[config.mk]
export PLATFORM = sky130hd
export DESIGN_NAME = yutorina_rst_ctrl
export DESIGN_NICKNAME = d
export VERILOG_FILES = /design/src/rtl/yutorina_rst_ctrl_pkg.sv /design/src/rtl/yutorina_sync_debounce.sv /design/src/rtl/yutorina_rst_ctrl.sv
export SDC_FILE = /design/constraint.sdc
export NUM_CORES = 1
export LEC_CHECK = 0
export BUFFER_PORTS_ARGS = -buffer_cell sky130_fd_sc_hd__buf_2
export CAP_MARGIN = 10
export CORE_ASPECT_RATIO = 0.5
export CORE_MARGIN = 5
export CORE_UTILIZATION = 68
export CTS_BUF_LIST = sky130_fd_sc_hd__clkbuf_8
export DETAILED_ROUTE_END_ITERATION = 8
export GPL_TIMING_DRIVEN = 0
export HOLD_SLACK_MARGIN = 0.03
export PLACE_DENSITY = 0.89
export SKIP_CTS_REPAIR_TIMING = 1
export SLEW_MARGIN = 15
export SYNTH_ARGS = -nofsm -noshare
export SYNTH_HDL_FRONTEND = slang
export SYNTH_SLANG_ARGS = --single-unit
[constraint.sdc]
create_clock -name clk -period 4.15 [get_ports clk]
set_clock_uncertainty 0.2 [all_clocks]
set_input_delay 0.415 -clock clk [delete_from_list [all_inputs] [get_ports clk]]
set_output_delay 0.415 -clock clk [all_outputs]
set_load 0.02 [all_outputs]
[src/rtl/yutorina_rst_ctrl_pkg.sv]
// Shared definitions for the yutorina reset sequencer.
// Holds the FSM state encodings, the counter limit and a saturating increment.
package yutorina_rst_ctrl_pkg;

   typedef enum logic [1:0] {
      RST_ST_WAIT_LOCK = 2'd0,
      RST_ST_HOLD      = 2'd1,
      RST_ST_RUN       = 2'd2
   } rst_state_t;

   localparam logic [7:0] RST_CNT_MAX = 8'd255;

   function automatic logic [7:0] sat_inc(input logic [7:0] v);
      return (v == RST_CNT_MAX) ? v : v + 8'd1;
   endfunction

endpackage

[src/rtl/yutorina_sync_debounce.sv]
// Multi-flop synchroniser followed by a counter-based level debouncer.
// Ports: clk, rst_ (sync, active-low), in (async level), out (debounced level).
module yutorina_sync_debounce #(
   parameter int SYNC_STAGES     = 2,
   parameter int DEBOUNCE_CYCLES = 16,
   parameter int CNT_WIDTH       = 16
) (
   input  logic clk,
   input  logic rst_,
   input  logic in,
   output logic out
);

   localparam logic [CNT_WIDTH-1:0] CNT_LAST = CNT_WIDTH'(DEBOUNCE_CYCLES - 1);

   logic [SYNC_STAGES-1:0] sync_q;
   logic [CNT_WIDTH-1:0]   cnt_q;
   logic                   s;

   assign s = sync_q[SYNC_STAGES-1];

   // The counter only runs while the synchronised sample disagrees with
   // the debounced level; any agreeing sample restarts the count.
   always_ff @(posedge clk) begin
      if (!rst_) begin
         sync_q <= '0;
         cnt_q  <= '0;
         out    <= 1'b0;
      end else begin
         sync_q <= {sync_q[SYNC_STAGES-2:0], in};
         if (s == out) begin
            cnt_q <= '0;
         end else if (cnt_q == CNT_LAST) begin
            out   <= s;
            cnt_q <= '0;
         end else begin
            cnt_q <= cnt_q + CNT_WIDTH'(1);
         end
      end
   end

endmodule

[src/rtl/yutorina_rst_ctrl.sv]
// Reset sequencer: debounced switch + clock lock gate a timed chip reset.
// Ports: clk, rst_ (sync, active-low), rst_sw, locked (async inputs),
//        chip_rst (registered), rst_done (release pulse), rst_cnt (saturating).
module yutorina_rst_ctrl
   import yutorina_rst_ctrl_pkg::*;
#(
   parameter int SYNC_STAGES     = 2,
   parameter int DEBOUNCE_CYCLES = 16,
   parameter int HOLD_CYCLES     = 8,
   parameter int CNT_WIDTH       = 16
) (
   input  logic       clk,
   input  logic       rst_,
   input  logic       rst_sw,
   input  logic       locked,
   output logic       chip_rst,
   output logic       rst_done,
   output logic [7:0] rst_cnt
);

   localparam logic [CNT_WIDTH-1:0] HOLD_LAST = CNT_WIDTH'(HOLD_CYCLES - 1);

   logic                 deb;
   logic                 lock_s;
   logic                 abort;
   rst_state_t           state_q;
   rst_state_t           state_d;
   logic [CNT_WIDTH-1:0] hold_q;
   logic [CNT_WIDTH-1:0] hold_d;
   logic                 chip_d;
   logic                 done_d;
   logic [7:0]           cnt_d;

   yutorina_sync_debounce #(
      .SYNC_STAGES     (SYNC_STAGES),
      .DEBOUNCE_CYCLES (DEBOUNCE_CYCLES),
      .CNT_WIDTH       (CNT_WIDTH)
   ) u_sw (
      .clk  (clk),
      .rst_ (rst_),
      .in   (rst_sw),
      .out  (deb)
   );

   // Lock only needs synchronising; a single-sample debounce adds one flop.
   yutorina_sync_debounce #(
      .SYNC_STAGES     (SYNC_STAGES),
      .DEBOUNCE_CYCLES (1),
      .CNT_WIDTH       (CNT_WIDTH)
   ) u_lock (
      .clk  (clk),
      .rst_ (rst_),
      .in   (locked),
      .out  (lock_s)
   );

   assign abort = !lock_s || deb;

   always_comb begin
      state_d = state_q;
      hold_d  = hold_q;
      done_d  = 1'b0;
      cnt_d   = rst_cnt;
      case (state_q)
         RST_ST_WAIT_LOCK: begin
            if (!abort) begin
               state_d = RST_ST_HOLD;
               hold_d  = '0;
            end
         end
         RST_ST_HOLD: begin
            // Abort is checked first so it beats completion on the same edge.
            if (abort) begin
               state_d = RST_ST_WAIT_LOCK;
            end else if (hold_q == HOLD_LAST) begin
               state_d = RST_ST_RUN;
               done_d  = 1'b1;
               cnt_d   = sat_inc(rst_cnt);
            end else begin
               hold_d = hold_q + CNT_WIDTH'(1);
            end
         end
         RST_ST_RUN: begin
            if (abort) begin
               state_d = RST_ST_WAIT_LOCK;
            end
         end
         default: begin
            state_d = RST_ST_WAIT_LOCK;
         end
      endcase
      chip_d = (state_d != RST_ST_RUN);
   end

   always_ff @(posedge clk) begin
      if (!rst_) begin
         state_q  <= RST_ST_WAIT_LOCK;
         hold_q   <= '0;
         chip_rst <= 1'b1;
         rst_done <= 1'b0;
         rst_cnt  <= 8'd0;
      end else begin
         state_q  <= state_d;
         hold_q   <= hold_d;
         chip_rst <= chip_d;
         rst_done <= done_d;
         rst_cnt  <= cnt_d;
      end
   end

endmodule
==> impl_metrics.ini, run 1 <==
[synthesis]
syn_area_mm2 = 0.00300
synth_ff_type = dfxtp_1
synthCells = 340
synth_edf_count = 0
synth_area_leaders = dfxtp_1, xnor2_1, xor2_1
ys_seq_area_frac = 0.440
synth_top_area_frac = 0.440
avgSynthCellArea_um2 = 8.83
async_reset_ff_frac = 0
yosysTopAreaCell = dfxtp_1
synth_warnings = 0
synth_nets = 349
ys_ff_latch = 66
yosysUniqueCellTypes = 38

[sta]
fin_ws_ns = 1.53
relSlewSlack = 0.499
fin_crit_ns = 2.62
worst_pin_slew_ns = 0.751
hold_viol = 0
fin_setup_tns_ns = 0
rsz0062_at_grt = false
fin_crit_sh = 0.632
setup_violations = 0
fmax_ghz = 0.381
drv_slew = 0

[layout]
stdcell_count = 425
final_common_cell = dfxtp_1
final_cell_mix = dfxtp_1, nor2_1, nand3_1
design_area_mm2 = 0.00334
antennaDiodeCount = 0
drive_above_1_share = 0.0951
area_growth_pct = 11.3
fin_util = 0.770
nets = 373

[placement]
place_inst = 410
portBuffers = 13
dpl-instance-area_mm2 = 0.00314
place.gp.congestion = 0.890
dp_hpwl_mm = 4.45
detailedPlace.worstSlack_ns = 1.57

[clock_network]
cts_buffers = 9
clkSinkCount = 66
cts_buffer_depth = 2
clkLatencyLatePin_ns = 0.35
htree_levels = 3
cts_tree = yes
root_buffer = clkbuf_8
clkTransAtPathRegs_ns = 0.06

[global_route]
track_usage = 0.233
grt_pass1_vias = 2481
grt_overflow = 0
antenna_found_initial = 0
grt_max_degree = 11
grt_pass1_wl_mm = 11.3

[worst_setup_path]
crit_required_ns = 4.16
worstSetupEndpointType = flop
arrival_ns = 2.63
start_kind = flop
path_max_fanout = 10
worst-setup-path-type = reg2reg

[route]
drt_iter0_drc = 129
via_per_inst = 6.20
route.detailed.drc = 0
wl_per_cell_um = 15.5
drtAntennaViolNets = 0
drt_wl_total_mm = 6.60
firstDrtPassIters = 7
num_vias = 2637

[power]
powerDensity_mw_per_mm2 = 360
ir_drop_mv = 0.330
leakage_nw = 1.16

[floorplan]
ios = 14
start_util = 0.692
dieArea_mm2 = 0.00592
core_region_area_mm2 = 0.00434
die_w_um = 104
die_y_um = 57.0
num_rows = 17

[job]
max_cap_viol_count = 0

[worst_hold_path]
min_path_type = in2reg

[run_status]
status = complete, no violations
path summary, 6_finish.rpt:
path,from,endpoint,slack [ns],depth (start not counted)
min reg2reg,u_lock.sync_q[0],u_lock.sync_q[1],0.24,1
max,hold_q[7],rst_cnt[3],1.53,6
max reg2reg,hold_q[7],rst_cnt[3],1.53,6
min,locked,u_lock.sync_q[0],0.08,2
metal layers:
metal | GRT usage | up-vias | part of all wire
li1 | - | 1278 | -
met1 | 0.270 | 1226 | 0.43
met2 | 0.409 | 113 | 0.47
met3 | 0.0915 | 20 | 0.080
met4 | 0.0609 | 0 | 0.014
met5 | 0 | - | 0
per-stage QoR:
stage          hold WS, ns  total power [mW]
6_report            0.0760              1.20
5_1_grt             0.0646              1.24
4_1_cts             0.0680              1.21
3_5_place_dp         0.231             0.668
3_3_place_gp         0.217             0.667
2_1_floorplan        0.212             0.662
synth_stat cells (3+ instances only):
library cell,n
a21oi_1,15
and2_1,6
and3_1,8
and4_1,7
clkbuf_1,12
dfxtp_1,66
ha_1,5
inv_1,14
mux2i_1,3
nand2_1,12
nand3_1,22
nand4_1,16
nor2_1,41
nor3_1,10
nor4_1,11
o21ai_0,7
o31ai_1,9
or3_1,6
or4_1,8
xnor2_1,18
xor2_1,18
cells by family (layout without fill, tap and decap cells):
kind of cell | Yosys count | after routing | share of synthesized area
DFF | 66 | 66 | 0.440
xor gates and xnor gates | 36 | 36 | 0.105
buffers and inverters | 27 | 55 | 0.0363
adders and majority gates | 5 | 5 | 0.0208
AOI/OAI and AO/OA | 37 | 37 | 0.0759
muxes | 3 | 3 | 0.0100
and+or+nand+nor | 166 | 166 | 0.312
worst max-delay path: stages (launching register included):
cell and delay [ns]:
dfxtp_1 0.36, or4_1 0.56, or4_4 0.57, buf_6 0.16
clkbuf_1 0.23, o31ai_1 0.29, a21oi_1 0.11
area by class of cell:
type	count	area, µm²
Clock inverter	3	38.8
Sequential cell	66	1320
Tap cell	57	71.3
Fill cell	302	997
Buffer	13	56.3
Timing Repair Buffer	13	65.1
Inverter	14	52.6
Multi-Input combinational cell	247	1570
Clock buffer	12	165
power breakdown:
part,leakage (nW),internal (mW),switching (mW)
Combinational,0.517,0.00510,0.0115
Clock,0.110,0.320,0.230
Sequential,0.532,0.636,0.00194
Total,1.16,0.961,0.243
sequential cells by signal, indices dropped and copies added (netlist names), 2 cells and up:
register	cells
u_lock.sync_q	2
u_sw.sync_q	2
u_lock.cnt_q	16
hold_q	16
u_sw.cnt_q	16
rst_cnt	8
state_q	2
No activity file was read; power rests on OpenSTA's default activity.
==> run 2: changes to the inputs <==
--- a/config.mk
+++ b/config.mk
@@ -9,12 +9,12 @@
 export CAP_MARGIN = 10
 export CORE_ASPECT_RATIO = 0.5
 export CORE_MARGIN = 5
-export CORE_UTILIZATION = 68
+export CORE_UTILIZATION = 63
 export CTS_BUF_LIST = sky130_fd_sc_hd__clkbuf_8
 export DETAILED_ROUTE_END_ITERATION = 8
 export GPL_TIMING_DRIVEN = 0
 export HOLD_SLACK_MARGIN = 0.03
-export PLACE_DENSITY = 0.89
+export PLACE_DENSITY = 0.83
 export SKIP_CTS_REPAIR_TIMING = 1
 export SLEW_MARGIN = 15
 export SYNTH_ARGS = -nofsm -noshare
==> constraint.sdc (replaced) <==
create_clock -name clk -period 2.7 [get_ports clk]
set_clock_uncertainty 0.2 [all_clocks]
set_input_delay 0.27 -clock clk [delete_from_list [all_inputs] [get_ports clk]]
set_output_delay 0.27 -clock clk [all_outputs]
set_load 0.02 [all_outputs]
==> run 2 against run 1 <==
Sequential power grew 54%. Largest cell class unchanged. Global-route usage shrank 1.0 points. Maximum frequency grew 1.9%. Critical endpoint is now rst_cnt[5]. Highest routed layer unchanged. Critical path type unchanged.
==> impl_metrics.ini, run 2 (synthesis results as in run 1) <==
[run_status]
status = complete, no violations

[route]
wl_per_cell_um = 14.7
via_per_inst = 5.89
route.detailed.drc = 0
firstDrtPassIters = 4
drt_iter0_drc = 134
drtAntennaViolNets = 0
num_vias = 2562
drt_wl_total_mm = 6.39

[sta]
worst_pin_slew_ns = 0.723
fin_hold_ws_ns = 0.0521
hold_viol = 0
fin_ws_ns = 0.127
relSlewSlack = 0.512
drv_slew = 0
rsz0062_at_grt = false
fin_setup_tns_ns = 0
fmax_ghz = 0.389
fin_crit_ns = 2.57
fin_crit_sh = 0.953
setup_violations = 0

[layout]
nets = 375
nFillCells = 353
stdcell_count = 435
reg_top3 = hold_q (16), u_lock.cnt_q (16), u_sw.cnt_q (16)
final_common_cell = dfxtp_1
area_growth_pct = 10.7
final_cell_mix = dfxtp_1, nor2_1, nand3_1
antennaDiodeCount = 0
drive_above_1_share = 0.0867

[worst_setup_path]
r2r_cells = 6
crit_chain = or4_4 > or4_4 > buf_6 > clkbuf_2 > o31ai_1 > a21oi_1
r2r_end = rst_cnt[5]
crit_buf_inv = 2
slowest_delay_ns = 0.57
crit_required_ns = 2.70
cp_top_family = simple AND/OR/NAND/NOR gates
start_kind = flop
worstSetupEndpointType = flop
r2r-start = hold_q[5]
arrival_ns = 2.57
crit_top_cell = or4_4
crit_slowest_cell = or4_4
path_max_fanout = 10
worst-setup-path-type = reg2reg
reg2reg_slack_ns = 0.13

[worst_hold_path]
hp-start = rst_
min_to = hold_q[1]
min_path_type = in2reg
hold_depth = 3

[placement]
portBuffers = 13
dp_hpwl_mm = 4.49
place.gp.congestion = 0.844
detailedPlace.worstSlack_ns = 0.101
place_inst = 419

[floorplan]
num_rows = 17
die_w_um = 108
core_region_area_mm2 = 0.00451
start_util = 0.666
dieArea_mm2 = 0.00633
die_y_um = 58.8
ios = 14

[power]
powerDensity_mw_per_mm2 = 502
leakage_nw = 1.15
p_total_mw = 1.67
ir_drop_mv = 0.276

[clock_network]
clkSinkCount = 66
htree_levels = 3
cts_buffer_depth = 2
root_buffer = clkbuf_8
cts_buffers = 9
clkLatencyLatePin_ns = 0.33
cts_tree = yes
clkTransAtPathRegs_ns = 0.06

[global_route]
grt_pass1_vias = 2546
grt_overflow = 0
antenna_found_initial = 0
track_usage = 0.222
grt_max_degree = 11
grt_pass1_wl_mm = 11.3

[job]
max_cap_viol_count = 0
[run 2: cell count changes in the layout (fill, tap and decap cells not counted), sizes merged]
cell,delta
inv,+3
clkinv,-1
clkbuf,-2
dlygate4sd3,+2
bufinv,-1
[run 2: how the worst max path moves through the flow]
stage               startpoint          to  slack [ns]  cells past startpoint
floorplan            hold_q[5]  rst_cnt[3]        0.27                      5
global placement     hold_q[5]  rst_cnt[5]        0.17                      6
detailed placement   hold_q[5]  rst_cnt[5]        0.10                      6
CTS                  hold_q[5]  rst_cnt[5]        0.08                      6
global route         hold_q[5]  rst_cnt[4]       0.008                      5
finish               hold_q[5]  rst_cnt[5]        0.13                      6
[run 2: area by class of cell]
type                            instances  area, µm²  share of cell area
Sequential cell                        66       1320               0.398
Inverter                               14       52.6              0.0158
Tap cell                               66       82.6              0.0248
Clock inverter                          4       15.0             0.00452
Multi-Input combinational cell        247       1570               0.473
Buffer                                 13       57.6              0.0173
Timing Repair Buffer                   15       85.1              0.0256
Clock buffer                           10        138              0.0414
[run 2: per-stage QoR]
stage / instance area (µm²) / util
finish: 3320 / 0.737
global route: 3320 / 0.737
CTS: 3300 / 0.732
detailed placement: 3150 / 0.698
global placement: 3150 / 0.698
floorplan: 3000 / -
[run 2: worst register-to-register path, delay by kind of cell, from the launching register on]
kind	cells	cell delay (ns)
flops	1	0.36
buf+inv	2	0.36
simple gates	2	1.12
compound gates	2	0.40
[run 2: per-layer routing]
layer | GRT usage | share of wire
met5 | 0 | 0
met4 | 0.0881 | 0.010
met3 | 0.0624 | 0.047
met2 | 0.380 | 0.47
met1 | 0.269 | 0.47
[run 2: power breakdown]
part	internal (mW)	switching, mW	leakage (nW)
clock network	0.335	0.327	0.0932
logic	0.00972	0.0177	0.528
registers	0.978	0.00284	0.532
total	1.32	0.347	1.15
==> run 3: changes to the inputs <==
--- a/config.mk
+++ b/config.mk
@@ -5,10 +5,10 @@
 export SDC_FILE = /design/constraint.sdc
 export NUM_CORES = 1
 export LEC_CHECK = 0
-export BUFFER_PORTS_ARGS = -buffer_cell sky130_fd_sc_hd__buf_2
+export BUFFER_PORTS_ARGS = -buffer_cell sky130_fd_sc_hd__buf_4
 export CAP_MARGIN = 10
 export CORE_ASPECT_RATIO = 0.5
-export CORE_MARGIN = 5
+export CORE_MARGIN = 2
 export CORE_UTILIZATION = 63
 export CTS_BUF_LIST = sky130_fd_sc_hd__clkbuf_8
 export DETAILED_ROUTE_END_ITERATION = 8
==> run 3 against run 2 <==
Maximum frequency down 0.36%. Largest cell class unchanged. Global-route usage is 3.8 points higher. Sequential power barely moved. Cell area is 1.8% higher. Power grew 4.0%. Clock power increased by 9.8%. Critical path type unchanged. Combinational power grew 9.5%.
==> impl_metrics.ini, run 3 (synthesis results as in run 1) <==
[run_status]
status = complete, no violations

[global_route]
grt_max_degree = 12
grt_util_met2 = 0.443
track_usage = 0.261
grt_pass1_wl_mm = 10.7
grt_util_met1 = 0.316
top_usage_layer = met2
grt_pass1_vias = 2429
grt_overflow = 0
antenna_found_initial = 0
met3_usage = 0.0720

[clock_network]
clkTransAtPathRegs_ns = 0.07
cts_buffer_depth = 2
htree_levels = 3
cts_tree = yes
clkSinkCount = 66
cts_buffers = 9
clkLatencyLatePin_ns = 0.34
root_buffer = clkbuf_8

[sta]
hold_viol = 0
setup_violations = 0
worst_pin_slew_ns = 0.742
drv_slew = 0
relSlewSlack = 0.498
fin_crit_ns = 2.58
fin_ws_ns = 0.118
fin_setup_tns_ns = 0
fin_hold_ws_ns = 0.246
rsz0062_at_grt = false
fin_crit_sh = 0.956
fmax_ghz = 0.387

[layout]
antennaDiodeCount = 0
fin_util = 0.754
nets = 376
stdcell_count = 438
final_cell_mix = dfxtp_1, nor2_1, nand3_1
multi_input_area_mm2 = 0.00157
area_growth_pct = 12.7
reg_top3 = hold_q (16), u_lock.cnt_q (16), u_sw.cnt_q (16)
design_area_mm2 = 0.00338
drive_above_1_share = 0.0968
nFillCells = 334
final_common_cell = dfxtp_1
ff_latch_area_mm2 = 0.00132

[worst_setup_path]
worstSetupEndpointType = flop
r2r_end = rst_cnt[3]
r2r-start = hold_q[5]
start_kind = flop
worst-setup-path-type = reg2reg
arrival_ns = 2.59
reg2reg_slack_ns = 0.12
path_max_fanout = 10
crit_required_ns = 2.71
r2r_cells = 6

[floorplan]
start_util = 0.669
num_rows = 17
die_y_um = 52.8
core_region_area_mm2 = 0.00449
ios = 14
die_w_um = 102
dieArea_mm2 = 0.00537

[worst_hold_path]
hold_depth = 1
min_to = u_lock.sync_q[1]
min_path_type = reg2reg
hp-start = u_lock.sync_q[0]

[placement]
detailedPlace.worstSlack_ns = 0.157
portBuffers = 13
dpl-instance-area_mm2 = 0.00318
place_inst = 419
dp_hpwl_mm = 4.42
place.gp.congestion = 0.882

[route]
via_per_inst = 5.93
drt_wl_total_mm = 6.39
drt_iter0_drc = 114
drtAntennaViolNets = 0
wl_per_cell_um = 14.6
firstDrtPassIters = 5
route.detailed.drc = 0
num_vias = 2598

[power]
p_clk_frac = 0.418
p_comb_frac = 0.017
pwr-share-seq = 0.564
leakage_nw = 1.15
powerDensity_mw_per_mm2 = 513
p_int_mw = 1.34
p_total_mw = 1.74
p_sw_frac = 0.229
ir_drop_mv = 0.325
switching_power_mw = 0.397

[job]
max_cap_viol_count = 0
-- run 3: cell count changes in the layout (fill, tap and decap cells not counted), moves of 2 or more --
cell	delta
clkinv_2	+3
inv_1	-3
buf_2	-13
buf_4	+13
clkinvlp_4	+2
-- run 3: power by group through the flow --
stage	combinational [mW]	clock [mW]	sequential, mW
2_1_floorplan	0.0162	0	1.00
3_3_place_gp	0.0253	0	1.00
3_5_place_dp	0.0262	0	1.00
4_1_cts	0.0264	0.735	0.980
5_1_grt	0.0333	0.777	0.980
6_report	0.0300	0.726	0.980
-- run 3: area by class of cell --
class	instances	share of cell area
multi-input combinational	247	0.464
sequential	66	0.391
clock buffer	10	0.0407
timing repair buffer	16	0.0377
tap	66	0.0244
buffer	13	0.0166
inverter	14	0.0155
clock inverter	6	0.00999
-- run 3: how the worst max path moves through the flow --
stage / to / slack [ns] / startpoint / cells after the start
after floorplan: rst_cnt[3] / 0.27 / hold_q[5] / 5
after global placement: rst_cnt[4] / 0.17 / hold_q[5] / 6
after detailed placement: rst_cnt[4] / 0.16 / hold_q[5] / 6
after CTS: rst_cnt[2] / 0.15 / hold_q[5] / 6
after global routing: hold_q[11] / 0.03 / u_lock.out / 5
final: rst_cnt[3] / 0.12 / hold_q[5] / 6
-- run 3: critical path, stage by stage (launching register included) --
cell and delay, ns:
dfxtp_1 0.36, or4_4 0.55, or4_4 0.56, buf_6 0.16, clkbuf_1 0.22, o31ai_1 0.30
a21oi_1 0.09
-- run 3: layer usage --
layer  share of wire  up-vias
li1                -     1278
met1            0.46     1234
met2            0.47       76
met3           0.049       10
met4           0.013        0
met5               0        -
